`src/rtl/mips_defs.sv`:
```
// Shared MIPS encodings: opcodes, functs, PC source selects and fetch FSM states.
package mips_defs;

    localparam logic [5:0] OP_RTYPE = 6'b000000;
    localparam logic [5:0] OP_BEQ   = 6'b000100;
    localparam logic [5:0] OP_BNE   = 6'b000101;
    localparam logic [5:0] OP_J     = 6'b000010;
    localparam logic [5:0] OP_JAL   = 6'b000011;

    localparam logic [5:0] FN_JR    = 6'b001000;
    localparam logic [5:0] FN_JALR  = 6'b001001;

    localparam logic [1:0] PCSRC_BRANCH = 2'b00;
    localparam logic [1:0] PCSRC_JUMP   = 2'b01;
    localparam logic [1:0] PCSRC_JREG   = 2'b10;
    localparam logic [1:0] PCSRC_INC    = 2'b11;

    typedef enum logic [2:0] {
        ST_IDLE   = 3'd0,
        ST_REQ    = 3'd1,
        ST_WAIT   = 3'd2,
        ST_DECODE = 3'd3,
        ST_HOLD   = 3'd4,
        ST_ERROR  = 3'd5
    } fetch_state_e;

endpackage

```
`src/rtl/instr_branch_decode.sv`:
```
// Combinational control-flow decode of one instruction word.
module instr_branch_decode
    import mips_defs::*;
(
    input  logic [31:0] instr_i,
    output logic [1:0]  pc_src_o,
    output logic        branch_ne_o,
    output logic        link_o,
    output logic [31:0] b_address_o,
    output logic [25:0] j_address_o
);

    // Branch/jump class from opcode, with funct only consulted for R-type.
    always_comb begin
        pc_src_o    = PCSRC_INC;
        branch_ne_o = 1'b0;
        link_o      = 1'b0;
        case (instr_i[31:26])
            OP_BEQ:   pc_src_o = PCSRC_BRANCH;
            OP_BNE: begin
                pc_src_o    = PCSRC_BRANCH;
                branch_ne_o = 1'b1;
            end
            OP_J:     pc_src_o = PCSRC_JUMP;
            OP_JAL: begin
                pc_src_o = PCSRC_JUMP;
                link_o   = 1'b1;
            end
            OP_RTYPE: begin
                if (instr_i[5:0] == FN_JR) begin
                    pc_src_o = PCSRC_JREG;
                end else if (instr_i[5:0] == FN_JALR) begin
                    pc_src_o = PCSRC_JREG;
                    link_o   = 1'b1;
                end
            end
            default: ;
        endcase
    end

    // Target fields are produced for every word; the PC picks via pc_src.
    assign b_address_o = {{16{instr_i[15]}}, instr_i[15:0]};
    assign j_address_o = instr_i[25:0];

endmodule

```
`src/rtl/instr_fetch_ctrl.sv`:
```
// Fetch controller: issues PC to instruction memory, waits with timeout,
// captures and decodes the word, and strobes the PC to advance.
module instr_fetch_ctrl
    import mips_defs::*;
#(
    parameter int TIMEOUT = 16,
    parameter int CNT_W   = 5
) (
    input  logic        clk,
    input  logic        rst,
    input  logic [31:0] pc_in,
    output logic        mem_req,
    output logic [31:0] mem_addr,
    input  logic        mem_ready,
    input  logic [31:0] mem_rdata,
    input  logic        stall,
    output logic [31:0] instr,
    output logic        instr_valid,
    output logic [1:0]  pc_src,
    output logic [31:0] b_address,
    output logic [25:0] j_address,
    output logic        branch_ne,
    output logic        link,
    output logic        pc_en,
    output logic        fetch_err
);

    localparam logic [CNT_W-1:0] CNT_LAST = CNT_W'(TIMEOUT - 1);

    fetch_state_e     state_q, state_d;
    logic [CNT_W-1:0] cnt_q;
    logic             mem_req_q, fetch_err_q;
    logic [31:0]      mem_addr_q, instr_q, b_address_q;
    logic [25:0]      j_address_q;
    logic [1:0]       pc_src_q;
    logic             branch_ne_q, link_q;

    logic [1:0]       dec_pc_src;
    logic             dec_branch_ne, dec_link;
    logic [31:0]      dec_b_address;
    logic [25:0]      dec_j_address;

    // Decode the word as it arrives so the decoded fields are already
    // registered during the DECODE cycle, together with pc_en.
    instr_branch_decode u_dec (
        .instr_i     (mem_rdata),
        .pc_src_o    (dec_pc_src),
        .branch_ne_o (dec_branch_ne),
        .link_o      (dec_link),
        .b_address_o (dec_b_address),
        .j_address_o (dec_j_address)
    );

    // State register.
    always_ff @(posedge clk or posedge rst) begin
        if (rst) state_q <= ST_IDLE;
        else     state_q <= state_d;
    end

    // Next-state logic; ready wins over the timeout on the last wait cycle.
    always_comb begin
        state_d = state_q;
        case (state_q)
            ST_IDLE:   state_d = ST_REQ;
            ST_REQ:    state_d = ST_WAIT;
            ST_WAIT: begin
                if (mem_ready)             state_d = ST_DECODE;
                else if (cnt_q == CNT_LAST) state_d = ST_ERROR;
            end
            ST_DECODE: state_d = stall ? ST_HOLD : ST_REQ;
            ST_HOLD:   if (!stall) state_d = ST_REQ;
            ST_ERROR:  state_d = ST_ERROR;
            default:   state_d = ST_IDLE;
        endcase
    end

    // Request, capture, decode and timeout registers.
    always_ff @(posedge clk or posedge rst) begin
        if (rst) begin
            mem_req_q   <= 1'b0;
            mem_addr_q  <= '0;
            cnt_q       <= '0;
            instr_q     <= '0;
            pc_src_q    <= PCSRC_INC;
            b_address_q <= '0;
            j_address_q <= '0;
            branch_ne_q <= 1'b0;
            link_q      <= 1'b0;
            fetch_err_q <= 1'b0;
        end else begin
            case (state_q)
                ST_REQ: begin
                    mem_addr_q <= pc_in;
                    mem_req_q  <= 1'b1;
                    cnt_q      <= '0;
                end
                ST_WAIT: begin
                    if (mem_ready) begin
                        instr_q     <= mem_rdata;
                        mem_req_q   <= 1'b0;
                        pc_src_q    <= dec_pc_src;
                        b_address_q <= dec_b_address;
                        j_address_q <= dec_j_address;
                        branch_ne_q <= dec_branch_ne;
                        link_q      <= dec_link;
                    end else if (cnt_q == CNT_LAST) begin
                        fetch_err_q <= 1'b1;
                        mem_req_q   <= 1'b0;
                    end else begin
                        cnt_q <= cnt_q + CNT_W'(1);
                    end
                end
                default: ;
            endcase
        end
    end

    assign mem_req     = mem_req_q;
    assign mem_addr    = mem_addr_q;
    assign instr       = instr_q;
    assign instr_valid = (state_q == ST_DECODE);
    assign pc_en       = (state_q == ST_DECODE);
    assign pc_src      = pc_src_q;
    assign b_address   = b_address_q;
    assign j_address   = j_address_q;
    assign branch_ne   = branch_ne_q;
    assign link        = link_q;
    assign fetch_err   = fetch_err_q;

endmodule
```
`config.mk`:
```
export PLATFORM = sky130hd
export DESIGN_NAME = instr_fetch_ctrl
export DESIGN_NICKNAME = d
export VERILOG_FILES = /design/src/rtl/mips_defs.sv /design/src/rtl/instr_branch_decode.sv /design/src/rtl/instr_fetch_ctrl.sv
export SDC_FILE = /design/constraint.sdc
export NUM_CORES = 1
export LEC_CHECK = 0
export CAP_MARGIN = 40
export CORE_ASPECT_RATIO = 0.75
export CORE_MARGIN = 2
export CORE_UTILIZATION = 45
export DETAILED_ROUTE_END_ITERATION = 10
export MAX_ROUTING_LAYER = met4
export PLACE_DENSITY = 0.77
export SYNTH_ARGS = -nofsm -noshare
export SYNTH_HDL_FRONTEND = slang
export SYNTH_HIERARCHICAL = 1
export SYNTH_SLANG_ARGS = --single-unit
```
`constraint.sdc`:
```
create_clock -name clk -period 7.6 [get_ports clk]
set_input_delay 1.52 -clock clk [delete_from_list [all_inputs] [get_ports clk]]
set_output_delay 1.52 -clock clk [all_outputs]
set_load 0.01 [all_outputs]
```
==> flow_metrics.tcl, run 1 <==
set metrics [dict create \
    synth_simple_gate_area_frac 0.0932 \
    synth_compound_area_frac 0.0143 \
    hp-class "flop to flop" \
    synth_warnings 6 \
    dieArea_um2 14400 \
    ir_worst_vdd_mv 0.253 \
    vias 3788 \
    cts_max_level 4 \
    avgSynthCellArea_um2 13.1 \
    port_buffers 197 \
    globalplace.congestion 0.718 \
    grt_pass1_vias 3926 \
    clk_pin_slew_ps 60 \
    layout-drive-gt1-share 0.227 \
    cts_resized 0 \
    hold_ws_ps 466 \
    synth_top_family_by_area "multiplexers" \
    fmax_ghz 0.302 \
    synth_cells 462 \
    fin_nets 672 \
    drc_errors 0 \
    clock_tree.buffer_depth 2 \
    period_share 0.436 \
    synthAdderAreaFrac 0.00415 \
    cp.required_ps 6080 \
    cellPowerDensity_nw_per_um2 460 \
    drt-initial-drc-count 247 \
    met3_usage 0.0531 \
    grt_max_degree 72 \
    finClkSkew_ps 7.22 \
    ys_seq_elements 136 \
    synth_edf_count 0 \
    clk-insertion-delay-late_ps 410 \
    postCtsSetupRepairBufs 0 \
    slew_headroom 0.424 \
    antenna_left 0 \
    syn_to_final_growth_pct 37.2 \
    grt_pass1_wl_mm 20.6 \
    dieWidth_um 138 \
    fillCellCount 965 \
    dp_hpwl_mm 8.66 \
    grt_overflow 0 \
    start_util 0.463 \
    avgRoutedWirePerCell_um 16.1 \
    crit_slowest_cell "clkdlybuf4s50_1" \
    synthMuxAreaShare 0.213 \
    crit_type "flop to primary output" \
    synth_cell_types 37 \
    report.final.setup_viol 0 \
    clock-root-buffer "clkbuf_16" \
    cp-start-kind "flop" \
    slew_viol_final 0 \
    clkSinkCount 136 \
    grtUsageMet1 0.265 \
    netlist_area_um2 6030 \
    cts-buffers-inserted 17 \
    cts_tree "yes" \
    post_drt_via_cell_ratio 4.83 \
    status "complete, no violations" \
    use_met2 0.269 \
    rsz0062_at_grt "false" \
    antenna_found_initial 0 \
    top_usage_layer "met2" \
    worst_pin_slew_ps 864 \
    synth-main-ff-cell "dfrtp_1" \
    synth.net_count 532 \
    setup-tns-final_ps 0 \
    seq_area_frac_synth 0.565 \
    path_cells "inv_1 > and3_1 > clkdlybuf4s50_1" \
    routed_wl_mm 12.6 \
    slowest_delay_ps 550 \
    drt_pass1_iterations 4 \
    chipHeight_um 104 \
    cp_num_buf_inv 2 \
    hold_violations 0 \
    cp.arrival_ps 1790 \
    cp_top_family "buffers and inverters" \
    rows 36 \
    synth-xor-area-share 0 \
    p_leak_nw 3.70 \
    crit_fanout 8 \
    endpoint_kind "primary output" \
    io_pins 198 \
    async_flop_share 1.00 \
    min_period_ps 3310 \
    core_area_um2 13000 \
    hold_buffers 0 \
    drv_cap 0 \
    grt_usage 0.190 \
    antennaDiodeCount 0 \
]
## layout make-up
| class | instances | area [um2] | share of cell area |
|---|---|---|---|
| repair buffers | 201 | 2020 | 0.244 |
| flip-flops and latches | 136 | 3410 | 0.412 |
| well taps | 171 | 214 | 0.0259 |
| clock buffers | 19 | 453 | 0.0547 |
| multi-input cells | 242 | 1960 | 0.237 |
| clock inverters | 11 | 196 | 0.0237 |
| inverters | 4 | 20.0 | 0.00242 |
## Yosys cell counts, types with 2 or more instances
master | instances | area (um2)
a21oi_1 | 5 | 25.0
a31o_2 | 2 | 17.5
and3_1 | 5 | 31.3
buf_12 | 6 | 120
buf_2 | 7 | 35.0
buf_4 | 63 | 473
clkbuf_2 | 2 | 10.0
dfrtp_1 | 134 | 3350
dfstp_2 | 2 | 52.6
ha_1 | 2 | 25.0
inv_1 | 4 | 15.0
mux2_2 | 45 | 507
mux2_4 | 49 | 736
mux2i_1 | 4 | 40.0
nand2_1 | 106 | 398
nand3_1 | 2 | 10.0
nor3_1 | 3 | 15.0
nor3b_1 | 2 | 15.0
## cell usage in the layout, fill, tap and decap left out, types with 3 or more instances in the layout
cell | netlist | routed
clkdlybuf4s50_1 | 0 | 197
dfrtp_1 | 134 | 134
nand2_1 | 106 | 106
mux2_4 | 49 | 49
mux2_2 | 45 | 45
clkbuf_16 | 0 | 17
and3_1 | 5 | 5
a21oi_1 | 5 | 5
bufinv_16 | 0 | 5
mux2i_1 | 4 | 4
inv_1 | 4 | 3
buf_4 | 63 | 3
nor3_1 | 3 | 3
## stage by stage
| stage | util | std cells | setup slack, ps | area [um2] | power (mW) |
|---|---|---|---|---|---|
| after floorplan | - | 462 | 2440 | 6030 | 2.10 |
| after global placement | 0.584 | 753 | 3690 | 7600 | 2.86 |
| after detailed placement | 0.586 | 754 | 3920 | 7620 | 2.92 |
| after CTS | 0.636 | 784 | 4260 | 8270 | 3.85 |
| after global routing | 0.636 | 784 | 4220 | 8270 | 4.03 |
| final | 0.636 | 784 | 4290 | 8270 | 3.80 |
## power by group
part / switching (mW) / internal, mW / leakage [nW]
Sequential: 0.217 / 1.08 / 1.65
Combinational: 0.615 / 0.990 / 1.75
Clock: 0.303 / 0.597 / 0.312
Total: 1.14 / 2.67 / 3.70
## state kept, by name (all words and copies together), names as in the netlist
register / count
b_address: 32
branch_ne: 1
cnt_q: 5
fetch_err: 1
instr: 32
j_address: 26
link: 1
mem_addr: 32
mem_req: 1
pc_src: 2
state_q: 3
## worst paths after layout
path	start	to	slack (ps)	depth (start not counted)
max in group asynchronous	rst	j_address[19]	4720	3
worst max-delay path	state_q[2]	instr_valid	4290	3
worst max register to register	state_q[0]	j_address[2]	5130	5
worst min register to register	fetch_err	fetch_err	470	1
worst min-delay path	fetch_err	fetch_err	470	1
min in group asynchronous	rst	mem_addr[7]	1570	2
## cells by family after synthesis
group / after synthesis
AOI/OAI and AO/OA: 13
adders and majority gates: 2
buffers and inverters: 84
DFF: 136
muxes: 98
and+or+nand+nor: 129
## per-layer routing
layer	wire [um]	vias to the layer above
met5	0	-
met2	5710	150
met4	144	0
met1	5910	1865
met3	854	13
li1	-	1760
(Power assumes the default switching activity.)
==> run 2: changes to the inputs <==
==> constraint.sdc (replaced) <==
create_clock -name clk -period 3.3 [get_ports clk]
set_input_delay 0.66 -clock clk [delete_from_list [all_inputs] [get_ports clk]]
set_output_delay 0.66 -clock clk [all_outputs]
set_load 0.01 [all_outputs]
==> flow_metrics.tcl, run 2 (synthesis results as in run 1) <==
set metrics [dict create \
    status "complete, no violations" \
    ir_worst_vdd_mv 0.502 \
    start_util 0.463 \
    cts_tree "yes" \
    worst_pin_slew_ps 812 \
    dieWidth_um 138 \
    place_ws_ps 770 \
    antennaDiodeCount 0 \
    cts_max_level 4 \
    globalplace.congestion 0.770 \
    period_share 0.741 \
    post_drt_via_cell_ratio 4.84 \
    grt_overflow 0 \
    reg2reg_to "j_address[10]" \
    worstHoldPathCells 2 \
    syn_to_final_growth_pct 35.9 \
    chipHeight_um 104 \
    drc_errors 0 \
    dp_hpwl_mm 8.68 \
    hold_violations 0 \
    setup-tns-final_ps 0 \
    report.final.setup_viol 0 \
    drt-initial-drc-count 222 \
    clk_pin_slew_ps 60 \
    dieArea_um2 14400 \
    crit_slowest_cell "clkdlybuf4s50_1" \
    grt_max_degree 52 \
    clkSinkCount 136 \
    cp_top_family "buffers and inverters" \
    grt_usage 0.195 \
    rows 36 \
    fillCellCount 981 \
    antenna_left 0 \
    clock-root-buffer "clkbuf_16" \
    io_pins 198 \
    drv_cap 0 \
    crit_fanout 8 \
    cp.required_ps 2640 \
    drt_pass1_iterations 4 \
    p_leak_nw 3.67 \
    whs_endpoint "mem_addr[0]" \
    fin_nets 674 \
    core_area_um2 13000 \
    cp_num_cells 3 \
    worst_slack_ps 856 \
    port_buffers 197 \
    reg2regPathDepth 4 \
    fmax_ghz 0.409 \
    slew_headroom 0.459 \
    min_from "mem_addr[0]" \
    routed_wl_mm 12.8 \
    finClkSkew_ps 11.9 \
    slowest_delay_ps 550 \
    hp-class "flop to flop" \
    ff2ff_setup_slack_ps 1070 \
    antenna_found_initial 0 \
    clk-insertion-delay-late_ps 410 \
    grt_pass1_wl_mm 20.9 \
    postCtsSetupRepairBufs 0 \
    layout_commonest_cell "clkdlybuf4s50_1" \
    cts-buffers-inserted 17 \
    r2r_start "state_q[1]" \
    cp-start-kind "flop" \
    min_period_ps 2440 \
    rsz0062_at_grt "false" \
    cp_num_buf_inv 2 \
    avgRoutedWirePerCell_um 16.3 \
    layout-drive-gt1-share 0.227 \
    path_cells "inv_1 > and3_1 > clkdlybuf4s50_1" \
    hold_buffers 0 \
    endpoint_kind "primary output" \
    crit_type "flop to primary output" \
    vias 3813 \
    cp.arrival_ps 1780 \
    grt_pass1_vias 4101 \
    mostFrequentLayoutCells "clkdlybuf4s50_1 (197), dfrtp_1 (134), nand2_1 (106)" \
    clock_tree.buffer_depth 2 \
    cellPowerDensity_nw_per_um2 1020 \
    cts_resized 0 \
    slew_viol_final 0 \
]
[run 2: cell count changes in the layout (fill, tap and decap cells not counted)]
cell / change
buf_4: -1
bufinv_16: -5
buf_12: +4
buf_16: -1
inv_6: -2
clkbuf_8: +1
clkinv_2: +6
clkbuf_1: +2
clkinv_4: -1
[run 2: layer usage]
metal  GRT usage  vias up  part of all wire
met5           -        -                 0
met4      0.0722        0             0.014
met2       0.280      150              0.45
met1       0.263     1882              0.47
li1            -     1764                 -
met3      0.0570       17             0.065
[run 2: final cells by class]
cell class | instances | area [um2] | area share
clock buffers | 22 | 474 | 0.0579
clock inverters | 9 | 51.3 | 0.00626
inverters | 4 | 18.8 | 0.00229
multi-input cells | 242 | 1960 | 0.240
flip-flops and latches | 136 | 3410 | 0.416
well taps | 171 | 214 | 0.0261
repair buffers | 203 | 2070 | 0.252
[run 2: worst max path at each step]
stage | start | endpoint | slack (ps)
after floorplan | rst | b_address[0] | 950
after CTS | state_q[2] | pc_en | 830
after global placement | mem_ready | j_address[12] | 820
after detailed placement | mem_ready | j_address[10] | 770
after global routing | state_q[2] | instr_valid | 760
final | state_q[2] | pc_en | 860
[run 2: per-stage QoR]
stage | instance area [um2] | total power, mW | util | hold WS [ps] | cells
3_3_place_gp | 7670 | 6.60 | 0.589 | 453 | 756
2_1_floorplan | 6030 | 4.84 | - | 437 | 462
6_report | 8190 | 8.39 | 0.629 | 474 | 787
4_1_cts | 8190 | 8.48 | 0.629 | 476 | 787
3_5_place_dp | 7670 | 6.73 | 0.589 | 462 | 756
5_1_grt | 8190 | 8.89 | 0.629 | 498 | 787
[run 2: worst reg2reg max path, stage by stage, from the launching register on]
cell,delay [ps]
dfrtp_1,500
nor3b_4,330
and2_4,510
buf_12,350
mux2_2,400
[run 2: power by group]
| group | total, mW | leakage, nW | internal (mW) | switching, mW |
|---|---|---|---|---|
| logic | 3.72 | 1.76 | 2.29 | 1.43 |
| clock network | 1.68 | 0.265 | 1.01 | 0.671 |
| registers | 2.99 | 1.65 | 2.49 | 0.503 |
| total | 8.39 | 3.67 | 5.78 | 2.61 |
